<file path="src/rtl/reg_file_pkg.sv">
// Shared defaults and encodings for the scoreboarded register file.
package reg_file_pkg;

    localparam int RF_DATA_W    = 32;
    localparam int RF_ADDR_W    = 5;
    localparam int RF_NUM_RD    = 2;

    localparam int ZERO_REG_OFF = 0;
    localparam int ZERO_REG_ON  = 1;

endpackage

</file>
<file path="src/rtl/reg_file_rdport.sv">
// One registered read port: register select, zero-register gating and
// write-first bypass, plus the matching busy bit.
module reg_file_rdport
    import reg_file_pkg::*;
#(
    parameter int DATA_W   = RF_DATA_W,
    parameter int ADDR_W   = RF_ADDR_W,
    parameter int ZERO_REG = ZERO_REG_ON
) (
    input  logic                                  clock,
    input  logic                                  reset_n,
    input  logic [(2**ADDR_W)-1:0][DATA_W-1:0]    i_regs,
    input  logic [(2**ADDR_W)-1:0]                i_busy_nxt,
    input  logic [ADDR_W-1:0]                     i_rd_addr,
    input  logic                                  i_wr_en,
    input  logic [ADDR_W-1:0]                     i_wr_addr,
    input  logic [DATA_W-1:0]                     i_wr_data,
    output logic [DATA_W-1:0]                     o_rd_data,
    output logic                                  o_rd_busy
);

    logic              w_zero;
    logic              w_hit;
    logic [DATA_W-1:0] w_data;

    // Zero gating outranks the bypass so a write to r0 never leaks out.
    assign w_zero = (ZERO_REG == ZERO_REG_ON) && (i_rd_addr == '0);
    assign w_hit  = i_wr_en && (i_wr_addr == i_rd_addr);
    assign w_data = w_zero ? '0 : (w_hit ? i_wr_data : i_regs[i_rd_addr]);

    always_ff @(posedge clock or negedge reset_n) begin
        if (!reset_n) begin
            o_rd_data <= '0;
            o_rd_busy <= 1'b0;
        end else begin
            o_rd_data <= w_data;
            o_rd_busy <= i_busy_nxt[i_rd_addr];
        end
    end

endmodule

</file>
<file path="src/rtl/reg_file_sb.sv">
// Multi-port register file with per-register busy scoreboard; storage,
// busy vector and write logic live here, read ports are replicated.
module reg_file_sb
    import reg_file_pkg::*;
#(
    parameter int DATA_W   = RF_DATA_W,
    parameter int ADDR_W   = RF_ADDR_W,
    parameter int NUM_RD   = RF_NUM_RD,
    parameter int ZERO_REG = ZERO_REG_ON
) (
    input  logic                       clock,
    input  logic                       reset_n,
    input  logic [NUM_RD*ADDR_W-1:0]   rd_addr,
    output logic [NUM_RD*DATA_W-1:0]   rd_data,
    output logic [NUM_RD-1:0]          rd_busy,
    input  logic                       wr_en,
    input  logic [ADDR_W-1:0]          wr_addr,
    input  logic [DATA_W-1:0]          wr_data,
    input  logic                       iss_en,
    input  logic [ADDR_W-1:0]          iss_addr
);

    localparam int DEPTH = 2**ADDR_W;

    logic [DEPTH-1:0][DATA_W-1:0] r_regs;
    logic [DEPTH-1:0]             r_busy;
    logic [DEPTH-1:0]             w_busy_nxt;
    logic                         w_wr_ok;
    logic                         w_iss_ok;

    assign w_wr_ok  = wr_en  && !((ZERO_REG == ZERO_REG_ON) && (wr_addr  == '0));
    assign w_iss_ok = iss_en && !((ZERO_REG == ZERO_REG_ON) && (iss_addr == '0));

    // Issue is applied after the clear so set wins on a same-register collision.
    always_comb begin
        w_busy_nxt = r_busy;
        if (wr_en) begin
            w_busy_nxt[wr_addr] = 1'b0;
        end
        if (w_iss_ok) begin
            w_busy_nxt[iss_addr] = 1'b1;
        end
    end

    always_ff @(posedge clock or negedge reset_n) begin
        if (!reset_n) begin
            r_regs <= '0;
            r_busy <= '0;
        end else begin
            r_busy <= w_busy_nxt;
            if (w_wr_ok) begin
                r_regs[wr_addr] <= wr_data;
            end
        end
    end

    for (genvar g = 0; g < NUM_RD; g++) begin : g_rd
        reg_file_rdport #(
            .DATA_W   (DATA_W),
            .ADDR_W   (ADDR_W),
            .ZERO_REG (ZERO_REG)
        ) u_rdport (
            .clock      (clock),
            .reset_n    (reset_n),
            .i_regs     (r_regs),
            .i_busy_nxt (w_busy_nxt),
            .i_rd_addr  (rd_addr[g*ADDR_W +: ADDR_W]),
            .i_wr_en    (w_wr_ok),
            .i_wr_addr  (wr_addr),
            .i_wr_data  (wr_data),
            .o_rd_data  (rd_data[g*DATA_W +: DATA_W]),
            .o_rd_busy  (rd_busy[g])
        );
    end

endmodule
</file>
<file path="config.mk">
export PLATFORM = sky130hd
export DESIGN_NAME = reg_file_sb
export DESIGN_NICKNAME = d
export VERILOG_FILES = /design/src/rtl/reg_file_pkg.sv /design/src/rtl/reg_file_rdport.sv /design/src/rtl/reg_file_sb.sv
export SDC_FILE = /design/constraint.sdc
export NUM_CORES = 2
export LEC_CHECK = 0
export CAP_MARGIN = 5
export CORE_MARGIN = 2
export CORE_UTILIZATION = 41
export CTS_BUF_LIST = sky130_fd_sc_hd__clkbuf_4
export DETAILED_ROUTE_END_ITERATION = 12
export GPL_ROUTABILITY_DRIVEN = 0
export PLACE_DENSITY = 0.65
export SYNTH_ARGS = -nofsm -noshare
export SYNTH_HDL_FRONTEND = slang
export SYNTH_SLANG_ARGS = --single-unit
</file>
<file path="constraint.sdc">
create_clock -name clock -period 3.85 [get_ports clock]
set_input_delay 0.77 -clock clock [delete_from_list [all_inputs] [get_ports clock]]
set_output_delay 0.77 -clock clock [all_outputs]
set_load 0.01 [all_outputs]
</file>
==> qor.txt <==
Post-Syn Area = 59,000 sq um
DRT Wirelength = 184,000 microns
share of the synthesized area in the top cell type = 0.476
sequential cell area = 28,100 sq um
Chip Width = 383 microns
Buf/Inv on CP = 1
Worst-Margin Slew = 1.28 ns
Min-Delay Path Class = input port to async pin
CP max stage delay = 0.61 ns
H-Tree Depth = 5
Post-synth EDFFs = 0
synthesis warning total = 0
most frequent cells in the layout = 1,122 x dfrtp_1, 964 x mux2_2, 598 x mux4_2
Fmax = 0.314 GHz
outcome = finished clean
std cell rows = 139
fin crit period = 3.18 ns
total internal power = 0.0241 W
clk sink count = 1,122
ranking of synthesized cells by area = dfrtp_1 48%, mux4_2 23%, mux2_2 18%
Multi-input gate area = 29,200 sq um
Synth Area per Inst = 15.3 sq um
clk buf depth = 4
HPWL after detailed placement = 105,000 microns
most common cell after layout, fill and taps aside = dfrtp_1
I/O pin cnt = 122
drt via density = 6.20
register area share after synthesis = 0.476
Distinct cells, synth = 76
pre-CTS setup slack = 0.198 ns
Cells after Synth = 3,858
Critical Path Stages = 1
Routed Antenna Nets = 0
I/O Buffers = 121
Clk pwr share = 0.315
Post-synth ARST share = 1.00
Synth Register Bits = 1,122
worst r2r path cells = 7
Critical Path Sink Type = output pin
Worst Setup Start Kind = flip-flop
NetSw = 0.00948 W
root buf cell = clkbuf_4
largest area contributor in the netlist = dfrtp_1
setup TNS = 0 ns
VDD IR max = 0.000358 V
Reg power frac = 0.467
layout net count = 4,132
Vias = 38.4k
CTS resizes = 0
Routed WL per cell = 29.8 microns
cts bufs inserted = 319
Crit-path slowest cell = clkdlybuf4s50_1
Critical Path Fanout Max = 1
fraction of layout cells with a size suffix above 1 = 0.539
post-route setup slack = 0.666 ns
Worst EP arrival = 2.41 ns
CTS tree = done
max_slew headroom = 0.141
RSZ-0062 raised after global routing = no
largest net degree at the start of global routing = 99
Core ar. = 143,000 sq um
fill count = 12.5k
max cap viols = 0
vias in the first global route = 40.2k
Pre-Repair DR Iteration Count = 5
skew final = 0.101 ns
DRC viols = 0
initial core utilization = 0.412
crit-path leading delay family = buffers and inverters
final setup fails = 0
first-pass GRT wire length = 273,000 microns
critical-path cell list = clkdlybuf4s50_1
critical path type = flip-flop to output pin
Net Count, Synth = 3,914
Die Y = 383 microns
switch share = 0.282
Tcrit/Tclk final = 0.827
Comb pwr share = 0.217
Power Density = 499 nW/um^2
Final Hold Vio Count = 0
initial antenna violation count = 7
grt ovf = 0
die area = 147,000 sq um
Total Routing Usage GR = 0.254
detailed router's first-iteration violation count = 3,386
top_reg_cell synth = dfrtp_1
Final Max Slew Viols = 0
clk slew on worst S/H paths = 0.07 ns
Lkg Pwr = 28.9 nW
Area growth, synth to finish = 13.8%
WP data required = 3.08 ns
worst-skew pair later-pin latency = 1.31 ns
area by class of cell:
class	instances	area share
Multi-Input combinational cell	2278	0.434
Inverter	17	0.00110
Tap cell	1903	0.0354
Timing Repair Buffer	338	0.0562
Sequential cell	1122	0.418
Antenna cell	11	0.000410
Clock inverter	67	0.00464
Clock buffer	450	0.0503
cells by family after synthesis:
group	Yosys count	synth area share
AND/OR/NAND/NOR	359	0.0295
AO/OA/AOI/OAI	239	0.0283
XOR/XNOR	10	0.00148
flip-flops	1122	0.476
buffers and inverters	458	0.0346
multiplexers	1670	0.430
power groups by stage:
stage	registers [W]	clock network, W	logic, W
CTS	0.0157	0.0109	0.00731
global route	0.0160	0.0115	0.00778
floorplan	0.0153	0	0.00528
finish	0.0157	0.0106	0.00728
detailed placement	0.0159	0	0.00728
global placement	0.0157	0	0.00714
cells in the mapped netlist (6+ instances only):
cell	count
buf_4	30
nor3_1	27
buf_6	17
a211oi_1	60
o21ai_0	17
buf_1	42
a311oi_1	10
and2_1	23
dfrtp_1	1122
mux4_2	598
a22o_1	8
a221oi_1	6
buf_2	68
clkbuf_1	284
mux2_2	964
or2_1	8
nor2_1	75
nand2_1	150
xor2_1	6
o21bai_1	33
mux2i_1	104
nand3_1	9
nor2b_1	15
a21oi_1	59
inv_1	14
state kept, by name (all words and copies together) (netlist names):
register and cells:
g_rd.u_rdport.o_rd_busy 2, g_rd.u_rdport.o_rd_data 64, r_busy 32, r_regs 1024
timing repair:
item                                   4_1_cts  5_1_grt
buffers inserted                             0        0
endpoints found under the hold margin      386        0
hold buffers                                 3        0
path summary, 6_finish.rpt:
check	start	to	slack [ns]
worst max-delay path	g_rd[0].u_rdport.o_rd_data[31]	rd_data[31]	0.67
worst min register to register	r_regs[21]	r_regs[21]	0.39
worst max register to register	r_regs[107]	g_rd[1].u_rdport.o_rd_data[11]	1.74
min in group clock	rd_addr[4]	g_rd[0].u_rdport.o_rd_busy	0.13
max in group asynchronous	reset_n	r_regs[844]	2.61
worst min-delay path	reset_n	r_regs[869]	0.07
metrics by stage:
stage / area (sq um) / utilization / hold slack [ns] / total power, W / cells
after CTS: 67100 / 0.468 / 0.0120 / 0.0338 / 6174
after floorplan: 59000 / - / 0.441 / 0.0206 / 3858
final: 67200 / 0.469 / 0.0742 / 0.0335 / 6186
after global placement: 63400 / 0.442 / 0.376 / 0.0229 / 5654
after detailed placement: 63400 / 0.442 / 0.384 / 0.0231 / 5654
after global routing: 67200 / 0.469 / 0.0285 / 0.0353 / 6183
per-layer routing:
metal	wire length, microns	vias up	part of all wire	global-route usage
li1	-	15440	-	-
met1	75600	20629	0.41	0.346
met2	85900	1868	0.47	0.392
met3	16400	428	0.089	0.0662
met4	6420	6	0.035	0.0949
met5	39	-	0.00021	0
Power figures use the tool's default switching activity.
